--- config.mk ---
export PLATFORM = sky130hd
export DESIGN_NAME = pkt_echo_buf
export DESIGN_NICKNAME = d
export VERILOG_FILES = /design/src/rtl/pkt_echo_pkg.sv /design/src/rtl/pkt_echo_ram.sv /design/src/rtl/pkt_echo_buf.sv
export SDC_FILE = /design/constraint.sdc
export NUM_CORES = 1
export LEC_CHECK = 0
export ABC_AREA = 1
export BUFFER_PORTS_ARGS = -buffer_cell sky130_fd_sc_hd__buf_4
export CAP_MARGIN = 20
export CORE_MARGIN = 2
export CORE_UTILIZATION = 25
export CTS_BUF_LIST = sky130_fd_sc_hd__clkbuf_4
export DETAILED_ROUTE_END_ITERATION = 7
export PLACE_DENSITY = 0.42
export REMOVE_ABC_BUFFERS = 1
export SLEW_MARGIN = 20
export SYNTH_ARGS = -nofsm -noshare
export SYNTH_HDL_FRONTEND = slang
export SYNTH_HIERARCHICAL = 1
export SYNTH_SLANG_ARGS = --single-unit
--- constraint.sdc ---
create_clock -name clk -period 5.3 [get_ports clk]
set_input_delay 1.06 -clock clk [delete_from_list [all_inputs] [get_ports clk]]
set_output_delay 1.06 -clock clk [all_outputs]
set_load 0.05 [all_outputs]
--- src/rtl/pkt_echo_pkg.sv ---
// Shared types and sizing helpers for the packet echo buffer.
package pkt_echo_pkg;

   // Echo buffer control states
   typedef enum logic [1:0] {
      S_FILL  = 2'd0,
      S_SEND  = 2'd1,
      S_WAIT  = 2'd2,
      S_CLEAR = 2'd3
   } state_t;

   // Buffer address width for a given depth
   function automatic int ptr_w(input int depth);
      return (depth <= 2) ? 1 : $clog2(depth);
   endfunction

   localparam int DEPTH_DEF = 16;
   localparam int PTR_W_DEF = ptr_w(DEPTH_DEF);

endpackage

--- src/rtl/pkt_echo_ram.sv ---
// Simple dual-port RAM: one write port, one registered read port, one clock.
module pkt_echo_ram #(
   parameter int DW    = 8,
   parameter int DEPTH = 16,
   parameter int AW    = 4
) (
   input  logic          clk,
   input  logic          i_we,
   input  logic [AW-1:0] i_waddr,
   input  logic [DW-1:0] i_wdata,
   input  logic [AW-1:0] i_raddr,
   output logic [DW-1:0] o_rdata
);

   logic [DW-1:0] r_mem [DEPTH];
   logic [DW-1:0] r_rdata;

   // Write port and registered read port; contents are never reset
   always_ff @(posedge clk) begin
      if (i_we) r_mem[i_waddr] <= i_wdata;
      r_rdata <= r_mem[i_raddr];
   end

   assign o_rdata = r_rdata;

endmodule

--- src/rtl/pkt_echo_buf.sv ---
// Packet echo buffer: collects PKT_LEN received words, then replays them to
// the transmitter one word per i_tx_done handshake.
// Optional feature macro: PKT_ECHO_TIMEOUT_EN (flush a partial packet after
// TIMEOUT_CYC idle clocks).
module pkt_echo_buf
   import pkt_echo_pkg::*;
#(
   parameter int DW          = 8,
   parameter int DEPTH       = 16,
   parameter int PKT_LEN     = 10,
   parameter int TIMEOUT_CYC = 100000
) (
   input  logic          clk,
   input  logic          reset,
   input  logic          i_rx_dv,
   input  logic [DW-1:0] i_rx_byte,
   output logic          o_tx_dv,
   output logic [DW-1:0] o_tx_byte,
   input  logic          i_tx_done,
   output logic          o_busy,
   output logic          o_led,
   output logic [7:0]    o_drop_cnt,
   output logic [15:0]   o_pkt_cnt
);

   localparam int AW = ptr_w(DEPTH);
   // Pointers carry one extra bit so a fill level of exactly DEPTH is representable
   localparam int CW = AW + 1;
   localparam logic [CW-1:0] LEN_C = CW'(PKT_LEN);

   if ((DEPTH & (DEPTH - 1)) != 0 || DEPTH < 2 || DEPTH > 1024 ||
       PKT_LEN < 1 || PKT_LEN > DEPTH || TIMEOUT_CYC < 1) begin : g_param_err
      $error("pkt_echo_buf: illegal parameter set");
   end

   state_t        r_state;
   logic [CW-1:0] r_wr_ptr;
   logic [CW-1:0] r_rd_ptr;
   logic [CW-1:0] r_fill;
   logic          r_send_ph;   // 0: read address presented, 1: RAM data valid
   logic          w_we;
   logic [DW-1:0] w_ram_q;

`ifdef PKT_ECHO_TIMEOUT_EN
   localparam logic [31:0] TMO_LAST = 32'(TIMEOUT_CYC - 1);
   logic [31:0] r_tmo;
`endif

   assign w_we   = (r_state == S_FILL) && i_rx_dv;
   assign o_busy = (r_state != S_FILL);

   pkt_echo_ram #(.DW(DW), .DEPTH(DEPTH), .AW(AW)) u_ram (
      .clk     (clk),
      .i_we    (w_we),
      .i_waddr (r_wr_ptr[AW-1:0]),
      .i_wdata (i_rx_byte),
      .i_raddr (r_rd_ptr[AW-1:0]),
      .o_rdata (w_ram_q)
   );

   // Control FSM with registered strobe, data and counters
   always_ff @(posedge clk or negedge reset) begin
      if (!reset) begin
         r_state    <= S_FILL;
         r_wr_ptr   <= '0;
         r_rd_ptr   <= '0;
         r_fill     <= '0;
         r_send_ph  <= 1'b0;
         o_tx_dv    <= 1'b0;
         o_tx_byte  <= '0;
         o_led      <= 1'b0;
         o_drop_cnt <= '0;
         o_pkt_cnt  <= '0;
`ifdef PKT_ECHO_TIMEOUT_EN
         r_tmo      <= '0;
`endif
      end else begin
         o_tx_dv <= 1'b0;
         if (i_rx_dv && r_state != S_FILL && o_drop_cnt != 8'hFF)
            o_drop_cnt <= o_drop_cnt + 8'd1;
         case (r_state)
            S_FILL: begin
               if (i_rx_dv) begin
                  r_wr_ptr <= r_wr_ptr + CW'(1);
                  o_led    <= ~o_led;
                  if (r_wr_ptr + CW'(1) == LEN_C) begin
                     r_state   <= S_SEND;
                     r_fill    <= LEN_C;
                     r_send_ph <= 1'b0;
                  end
               end
`ifdef PKT_ECHO_TIMEOUT_EN
               if (i_rx_dv) begin
                  r_tmo <= '0;
               end else if (r_wr_ptr != '0) begin
                  if (r_tmo == TMO_LAST) begin
                     r_tmo     <= '0;
                     r_state   <= S_SEND;
                     r_fill    <= r_wr_ptr;
                     r_send_ph <= 1'b0;
                  end else begin
                     r_tmo <= r_tmo + 32'd1;
                  end
               end
`endif
            end
            S_SEND: begin
               // Wait one cycle for the registered RAM read, then strobe
               if (!r_send_ph) begin
                  r_send_ph <= 1'b1;
               end else begin
                  r_send_ph <= 1'b0;
                  o_tx_dv   <= 1'b1;
                  o_tx_byte <= w_ram_q;
                  r_rd_ptr  <= r_rd_ptr + CW'(1);
                  r_state   <= S_WAIT;
               end
            end
            S_WAIT: begin
               if (i_tx_done)
                  r_state <= (r_rd_ptr != r_fill) ? S_SEND : S_CLEAR;
            end
            S_CLEAR: begin
               r_wr_ptr  <= '0;
               r_rd_ptr  <= '0;
               o_pkt_cnt <= o_pkt_cnt + 16'd1;
               r_state   <= S_FILL;
            end
            default: r_state <= S_FILL;
         endcase
      end
   end

endmodule

==> results of run 1 <==
logic make-up (layout without fill, tap and decap cells):
kind of cell / after synthesis / count (layout) / synth area share (%)
AO/OA/AOI/OAI: 21 / 21 / 1.38
XOR/XNOR: 22 / 22 / 2.38
adder cells (fa/ha/maj): 5 / 5 / 0.773
buffers and inverters: 162 / 219 / 8.49
flip-flops: 184 / 184 / 64.3
other: 0 / 1 / 0
AND/OR/NAND/NOR: 429 / 429 / 22.6
layout make-up:
class	count	area, sq um	area share (%)
flip-flops and latches	184	5210	57.3
multi-input cells	477	2200	24.2
inverters	137	515	5.67
well taps	402	503	5.54
repair buffers	50	375	4.13
clock inverters	15	159	1.75
clock buffers	17	128	1.40
diodes	1	2.50	0.0275
synth_stat cells, drive strengths merged:
library cell	n	area, sq um
dfxtp	8	160
nand2	264	1000
nor2	33	141
nand3	117	591
o22ai	3	18.8
o31ai	1	7.51
xnor2	9	78.8
o21ai	14	70.1
dfrtp	48	1200
nand4	5	31.3
edfxtp	128	3840
a21oi	3	15.0
buf	25	171
xor2	13	114
ha	5	62.6
or2	1	6.26
nor3	6	35.0
clkinv	2	8.75
nand3b	3	22.5
inv	135	507
final timing paths:
kind                                      end  slack [ns]  depth (start not counted)
max reg2reg                u_ram/r_mem[13][3]        2.80                          5
max                                    o_busy        2.63                          3
min in group asynchronous       o_pkt_cnt[10]        0.47                          1
min reg2reg                      o_tx_byte[4]        0.43                          2
max in group asynchronous         r_rd_ptr[0]        4.36                          1
min                              o_tx_byte[4]        0.43                          2
per-stage QoR:
stage | area (sq um) | power (mW) | setup slack [ns]
floorplan | 7920 | 2.94 | 2.72
finish | 9090 | 4.31 | 2.63
detailed placement | 8800 | 3.58 | 2.39
global placement | 8800 | 3.58 | 2.43
CTS | 9080 | 4.38 | 2.57
global route | 9090 | 4.60 | 2.48
flip-flops by register name (all words and copies together) (netlist names):
register and flops:
o_drop_cnt 8, u_ram/o_rdata 8, u_ram/r_mem 128, o_led 1, r_send_ph 1, r_state 2
o_tx_byte 8, r_fill 1, r_wr_ptr 5, r_rd_ptr 5, o_tx_dv 1, o_pkt_cnt 16
power by group through the flow:
stage / registers, mW / clock network, mW / logic [mW]
global placement: 1.94 / 0 / 1.64
detailed placement: 1.94 / 0 / 1.63
finish: 1.90 / 0.792 / 1.61
global route: 1.93 / 0.881 / 1.79
floorplan: 2.18 / 0 / 0.762
CTS: 1.91 / 0.828 / 1.64
worst register-to-register path: stages (launching register included):
cell     delay, ns
dfrtp_1       0.48
nor2_1        0.24
nand2_1       0.23
inv_1         0.34
nand3_1       0.19
nor2_1        0.66
layer usage:
metal / track usage [%] / up-vias / wire length (um)
met2: 19.5 / 101 / 9400
li1: - / 2712 / -
met3: 2.08 / 13 / 746
met1: 17.2 / 2622 / 9650
met4: 3.46 / 0 / 210
met5: 0 / - / 0
==> results.txt, run 1 <==
status: complete, no violations
HPWL after DPL: 12900 um
gr usage total: 12.3%
die area: 33800 sq um
Detailed Route Iter0 Violations: 379
Core Region: 31700 sq um
largest net degree at the start of global routing: 70
vias in the first global route: 5130
clk slew on worst S/H paths: 0.16 ns
top cell family by delay on the critical path: flip-flops
Synth Instances: 823
PD cells: 474 nW/um^2
clk_lat worst skew: 0.59 ns
Nets: 884
Mapped Area: 8090 sq um
IO buf count: 46
root buffer cell: clkbuf_4
worst path bufs/invs: 2
first-pass GRT wire length: 30600 um
layout cell share with drive strength beyond 1: 10.9%
Syn. warnings: 6
Vias: 5448
clock share of power: 18.4%
Crit path required time: 4.24 ns
hold path start: u_ram/o_rdata[4]
clock sink total: 184
clk_skew: 0.0167 ns
final non-filler cell total: 1283
RSZ-0062 raised after global routing: no
Slowest-stage cell, CP: dfrtp_1
CP Launch Type: register
clock buffer depth: 2
area delta synth->final: 12.3%
Max Transition Viols Final: 0
Core Util, Final: 28.6%
Final min period: 2.67 ns
origin of the worst setup path: r_state[0]
worst r2r src: r_state[0]
num rows: 65
CTS tree: yes
Unique masters post-synth: 32
commonest non-fill, non-tap cells in the layout: nand2_1, inv_1, edfxtp_1, nand3_1, buf_4
final wirelength: 20000 um
FILL cells: 3405
initial core utilization: 25.5%
drt pass-1 iters: 4
final worst path period share: 50.3%
initial antenna violation count: 1
WL per Instance: 15.6 um
Leakage: 4.03 nW
post-route ant nets: 0
worst path cell trace: nor2_1 -> inv_1 -> buf_4
Setup Total Neg Slack: 0 ns
Sequential Power Share: 44.2%
Sw Ratio: 43.2%
CP Data Arrival Time: 1.61 ns
worst setup path category: register to output pin
htree depth: 4
highest net fanout along the worst path: 6
PostCTS Resize Cnt: 0
P_int: 2.44 mW
GP Congestion: 0.760
Crit. End Element: output pin
relative slew slack: 46.1%
setup repair bufs after CTS: 0
Final setup viols: 0
die width: 184 um
Max Cap Viol: 0
combinational share of power: 37.4%
synthesized area per cell: 9.83 sq um
grt total ovfl: 0
Synth Register Bits: 184
cts bufs inserted: 17
sequential share of the synthesized area: 64.3%
hold_ws: 0.428 ns
DRC violations left: 0
Max rail drop VDD: 0.000150 V
final hold vios: 0
P_sw: 1.86 mW
most common cell after layout, fill and taps aside: nand2_1
worst min-delay path category: register to register
Critical Path Max Stage Delay: 0.48 ns
Boundary Pins: 47
Avg Vias per Cell: 4.25
Die Span Y: 184 um
fmax: 0.375 GHz
placed cell count: 1250
hold_buf cts: 0
Slew @ Worst Pin: 0.805 ns
No activity file was read; power rests on OpenSTA's default activity.
==> run 2: changes to the inputs <==
--- a/config.mk
+++ b/config.mk
@@ -12,7 +12,7 @@
 export CORE_UTILIZATION = 25
 export CTS_BUF_LIST = sky130_fd_sc_hd__clkbuf_4
 export DETAILED_ROUTE_END_ITERATION = 7
-export PLACE_DENSITY = 0.42
+export PLACE_DENSITY = 0.44
 export REMOVE_ABC_BUFFERS = 1
 export SLEW_MARGIN = 20
 export SYNTH_ARGS = -nofsm -noshare
==> constraint.sdc (replaced) <==
create_clock -name clk -period 2.44 [get_ports clk]
set_input_delay 0.488 -clock clk [delete_from_list [all_inputs] [get_ports clk]]
set_output_delay 0.488 -clock clk [all_outputs]
set_load 0.05 [all_outputs]
==> run 2 against run 1 <==
Power up 120%. Final cell count up 1.7%. Combinational power up 130%. Critical path depth unchanged. First-iteration DRC count down 0.79%. Clock-buffer cell count unchanged. Utilization up 0.60 points. Clock skew up 0.012 ns. Worst setup slack worse by 2.2 ns. Global-route usage up 0.40 points. Die area unchanged. Register-to-register slack worse by 2.3 ns. Highest routed layer unchanged.
==> results.txt, run 2 (synthesis results as in run 1) <==
status: complete, no violations
final wirelength: 20600 um (+2.9%)
DRC violations left: 0 (unchanged)
Max Cap Viol: 0 (unchanged)
clk_lat worst skew: 0.58 ns (about the same)
CP Launch Type: register
worst path cell trace: nor2_1 -> inv_1 -> buf_4
Crit path required time: 1.95 ns (-2.29 ns)
Largest regs: u_ram/r_mem (128), o_pkt_cnt (16)
initial core utilization: 25.5% (unchanged)
Core Util, Final: 29.2% (+0.60 points)
pre-CTS setup slack: 0.539 ns (-1.85 ns)
RSZ-0062 raised after global routing: no
clk slew on worst S/H paths: 0.15 ns (about the same)
highest net fanout along the worst path: 6 (unchanged)
die area: 33800 sq um (unchanged)
PostCTS Resize Cnt: 0 (unchanged)
cts bufs inserted: 17 (unchanged)
layout cell share with drive strength beyond 1: 13.0% (+2.1 points)
clk_skew: 0.0284 ns (+0.0117 ns)
Slowest-stage cell, CP: dfrtp_1
HPWL after DPL: 13300 um (+3.3%)
routing usage on met3: 2.06% (-0.020 points)
M2 GR Usage: 21.4% (+1.9 points)
Boundary Pins: 47 (unchanged)
final hold vios: 0 (unchanged)
IO buf count: 46 (unchanged)
htree depth: 4 (unchanged)
Setup Total Neg Slack: 0 ns (unchanged)
initial antenna violation count: 1 (unchanged)
Worst Reg-to-Reg Cells: 6 (+1)
min setup slack post-route: 0.391 ns (-2.24 ns)
first-pass GRT wire length: 31800 um (+3.7%)
vias in the first global route: 5477 (+6.8%)
area delta synth->final: 14.7%
Final min period: 2.05 ns
commonest non-fill, non-tap cells in the layout: nand2_1, inv_1, edfxtp_1, nand3_1, buf_4
final worst path period share: 84.0%
post-route ant nets: 0 (unchanged)
worst min-delay path category: input port to register
num rows: 65 (unchanged)
Leakage: 4.15 nW (+3.1%)
Critical Path Max Stage Delay: 0.48 ns (about the same)
number of flip-flops in the largest register: 128 (unchanged)
Detailed Route Iter0 Violations: 376 (-0.79%)
drt pass-1 iters: 5 (+1)
Final setup viols: 0 (unchanged)
Max rail drop VDD: 0.000409 V (+170%)
Max Transition Viols Final: 0 (unchanged)
die width: 184 um (unchanged)
global routing's busiest layer: met2
total power: 9.48 mW (+120%)
worst setup path category: register to output pin
clock sink total: 184 (unchanged)
largest net degree at the start of global routing: 70 (unchanged)
CTS tree: yes
clock buffer depth: 2 (unchanged)
relative slew slack: 56.9% (+11 points)
Slew @ Worst Pin: 0.647 ns (-0.159 ns)
Nets: 906 (+2.5%)
Vias: 5514 (+1.2%)
Core Region: 31700 sq um (unchanged)
PD cells: 1020 nW/um^2 (+120%)
most flop-heavy register: u_ram/r_mem
grt total ovfl: 0 (unchanged)
WL per Instance: 15.8 um (+1.1%)
GP Congestion: 0.783 (+3.1%)
Die Span Y: 184 um (unchanged)
Crit. End Element: output pin
Hold Crit Depth: 4 (+2)
Avg Vias per Cell: 4.23 (-0.49%)
most common cell after layout, fill and taps aside: nand2_1
CP Data Arrival Time: 1.56 ns (-0.05 ns)
root buffer cell: clkbuf_4
fmax: 0.488 GHz
gr usage total: 12.7% (+0.40 points)
grt met1 use: 16.6% (-0.54 points)
[run 2: repair_timing]
item / in CTS / in global routing
setup buffers: 0 / 0
endpoints found under the hold margin: 48 / 0
hold buffers: 1 / 0
[run 2: power breakdown]
part	leakage [nW]	total, mW	internal, mW	switching, mW
logic	2.15	3.65	1.06	2.60
registers	1.85	4.15	3.81	0.336
clock network	0.148	1.68	0.469	1.21
total	4.15	9.48	5.34	4.14
[run 2: area by class of cell]
| cell class | instances | area, sq um |
|---|---|---|
| fill | 3312 | 22400 |
| sequential | 184 | 5210 |
| multi-input combinational | 477 | 2200 |
| timing repair buffer | 72 | 568 |
| inverter | 137 | 515 |
| tap | 402 | 503 |
| clock inverter | 15 | 156 |
| clock buffer | 17 | 128 |
| antenna | 1 | 2.50 |
[run 2: worst paths after layout]
kind / start / endpoint / slack [ns]
setup reg to reg: r_state[0] / u_ram/r_mem[15][5] / 0.55
hold / removal: i_tx_done / r_state[1] / 0.19
min in group asynchronous: reset / o_pkt_cnt[13] / 0.45
max in group asynchronous: reset / r_rd_ptr[0] / 1.50
hold reg to reg: u_ram/o_rdata[0] / o_tx_byte[0] / 0.43
setup / recovery: r_state[0] / o_busy / 0.39
[run 2: per-layer routing]
| layer | vias up | share of wire [%] |
|---|---|---|
| li1 | 2763 | - |
| met1 | 2637 | 46 |
| met2 | 96 | 49 |
| met3 | 18 | 3.4 |
| met4 | 0 | 1.6 |
| met5 | - | 0 |
[run 2: through the flow]
step / area, sq um / cells / hold WS, ns
2_1_floorplan: 7920 / 798 / 0.192
3_3_place_gp: 8980 / 1271 / 0.416
3_5_place_dp: 8980 / 1271 / 0.421
4_1_cts: 9270 / 1304 / 0.141
5_1_grt: 9280 / 1305 / 0.158
6_report: 9280 / 1305 / 0.189
[run 2: worst max-delay path, delay by kind of cell, from the launching register on]
kind	cells	cell delay, ns
buffers and inverters	2	0.30
AND/OR/NAND/NOR	1	0.23
flip-flops	1	0.48
==> run 3: changes to the inputs <==
--- a/config.mk
+++ b/config.mk
@@ -12,7 +12,7 @@
 export CORE_UTILIZATION = 25
 export CTS_BUF_LIST = sky130_fd_sc_hd__clkbuf_4
 export DETAILED_ROUTE_END_ITERATION = 7
-export PLACE_DENSITY = 0.44
+export PLACE_DENSITY = 0.42
 export REMOVE_ABC_BUFFERS = 1
 export SLEW_MARGIN = 20
 export SYNTH_ARGS = -nofsm -noshare
==> constraint.sdc (replaced) <==
create_clock -name clk -period 2 [get_ports clk]
set_input_delay 0.4 -clock clk [delete_from_list [all_inputs] [get_ports clk]]
set_output_delay 0.4 -clock clk [all_outputs]
set_load 0.05 [all_outputs]
==> run 3 against run 2 <==
Hold slack lost 0.11 ns. Combinational power grew 24%. Clock power grew 20%. Largest cell class unchanged. Highest routed layer unchanged.
==> results.txt, run 3 (synthesis results as in run 1) <==
hold_ws: 0.0815 ns (-0.107 ns)
commonest non-fill, non-tap cells in the layout: nand2_1, inv_1, edfxtp_1, nand3_1, buf_4
htree depth: 4 (unchanged)
largest net degree at the start of global routing: 65 (-7.1%)
drt pass-1 iters: 5 (unchanged)
Avg Vias per Cell: 4.20 (-0.70%)
die area: 33800 sq um (unchanged)
worst min-delay path category: input port to register
cts bufs inserted: 17 (unchanged)
Detailed Route Iter0 Violations: 389 (+3.5%)
most common cell after layout, fill and taps aside: nand2_1
Die Span Y: 184 um (unchanged)
CP Data Arrival Time: 1.48 ns (-0.08 ns)
fmax: 0.533 GHz
layout cell share with drive strength beyond 1: 13.8% (+0.87 points)
IO buf count: 46 (unchanged)
Core Region: 31700 sq um (unchanged)
DRC violations left: 0 (unchanged)
pre-CTS setup slack: 0.249 ns (-0.290 ns)
clock buffer depth: 2 (unchanged)
vias in the first global route: 5422 (-1.0%)
number of flip-flops in the largest register: 128 (unchanged)
Final min period: 1.88 ns
clk slew on worst S/H paths: 0.14 ns (about the same)
Crit path required time: 1.60 ns (-0.35 ns)
gr usage total: 12.8% (+0.10 points)
Max rail drop VDD: 0.000648 V (+58%)
Leakage: 4.19 nW (+0.99%)
clock sink total: 184 (unchanged)
highest net fanout along the worst path: 4 (-2)
first-pass GRT wire length: 32000 um (+0.76%)
root buffer cell: clkbuf_4
CTS tree: yes
initial antenna violation count: 1 (unchanged)
num rows: 65 (unchanged)
most flop-heavy register: u_ram/r_mem
status: complete, no violations
Largest regs: u_ram/r_mem (128), o_pkt_cnt (16)
worst setup path category: register to output pin
final worst path period share: 93.8%
RSZ-0062 raised after global routing: no
PD cells: 1240 nW/um^2 (+22%)
WL per Instance: 15.6 um (-0.98%)
post-route ant nets: 0 (unchanged)
Max Transition Viols Final: 0 (unchanged)
clk_lat worst skew: 0.59 ns (about the same)
die width: 184 um (unchanged)
clk_skew: 0.0245 ns (-0.00388 ns)
initial core utilization: 25.5% (unchanged)
GP Congestion: 0.779 (-0.54%)
CP Launch Type: register
min setup slack post-route: 0.123 ns (-0.268 ns)
HPWL after DPL: 13700 um (+3.0%)
Final setup viols: 0 (unchanged)
FILL cells: 3372 (+1.8%)
Core Util, Final: 29.4% (+0.18 points)
area delta synth->final: 15.4%
Slew @ Worst Pin: 0.640 ns (-0.00719 ns)
relative slew slack: 57.4% (+0.48 points)
Nets: 914 (+0.88%)
Vias: 5509 (-0.091%)
final hold vios: 0 (unchanged)
final wirelength: 20500 um (-0.37%)
Crit. End Element: output pin
Max Cap Viol: 0 (unchanged)
grt total ovfl: 0 (unchanged)
Boundary Pins: 47 (unchanged)
-- run 3: cell count changes in the layout (fill, tap and decap cells not counted), moves of 2 or more --
cell	change
clkinv_4	-2
inv_8	-3
inv_6	+3
buf_4	+8
clkinv_8	-2
-- run 3: what timing repair did --
item                                    CTS  global route
setup buffers                             0             1
gates resized for setup                   0             3
endpoints found under the setup margin    0             1
hold buffers                              1             0
endpoints found under the hold margin    48             0
-- run 3: stage by stage --
step	TNS [ns]	instance area (sq um)	total power [mW]	cells
6_report	0	9330	11.6	1313
5_1_grt	0	9330	12.4	1313
4_1_cts	0	9320	11.8	1311
3_5_place_dp	0	9030	9.72	1278
3_3_place_gp	0	9030	9.74	1278
2_1_floorplan	-4.76	7920	7.80	798
-- run 3: worst paths after layout --
| check | from | end | slack (ns) | cells after the start |
|---|---|---|---|---|
| min in group asynchronous | reset | o_pkt_cnt[10] | 0.36 | 2 |
| max | r_state[1] | o_busy | 0.12 | 4 |
| max in group asynchronous | reset | r_state[1] | 1.16 | 2 |
| min reg2reg | u_ram/o_rdata[2] | o_tx_byte[2] | 0.42 | 2 |
| min | i_tx_done | r_state[1] | 0.08 | 4 |
| max reg2reg | r_state[1] | u_ram/r_mem[15][5] | 0.25 | 6 |
-- run 3: power by group --
| group | switching [mW] | total [mW] | leakage [nW] | internal [mW] |
|---|---|---|---|---|
| registers | 0.400 | 5.05 | 1.85 | 4.65 |
| logic | 3.18 | 4.53 | 2.20 | 1.35 |
| clock network | 1.35 | 2.01 | 0.146 | 0.666 |
| total | 4.92 | 11.6 | 4.19 | 6.67 |
-- run 3: worst max-delay path, stage by stage, from the launching register on --
cell	delay (ns)
dfrtp_2	0.46
nor2_4	0.09
buf_4	0.12
inv_1	0.05
buf_4	0.18
-- run 3: area by class of cell --
| class | count | area (sq um) | share of cell area (%) |
|---|---|---|---|
| Inverter | 137 | 515 | 5.52 |
| Sequential cell | 184 | 5210 | 55.8 |
| Antenna cell | 1 | 2.50 | 0.0268 |
| Tap cell | 402 | 503 | 5.39 |
| Clock inverter | 14 | 138 | 1.47 |
| Timing Repair Buffer | 80 | 628 | 6.73 |
| Clock buffer | 18 | 135 | 1.45 |
| Multi-Input combinational cell | 477 | 2200 | 23.6 |
-- run 3: layer usage --
| layer | GRT usage [%] | part of all wire [%] | vias up |
|---|---|---|---|
| li1 | - | - | 2774 |
| met1 | 17.4 | 48 | 2627 |
| met2 | 20.8 | 48 | 88 |
| met3 | 2.06 | 3.2 | 20 |
| met4 | 3.81 | 1.4 | 0 |
| met5 | 0 | 0 | - |
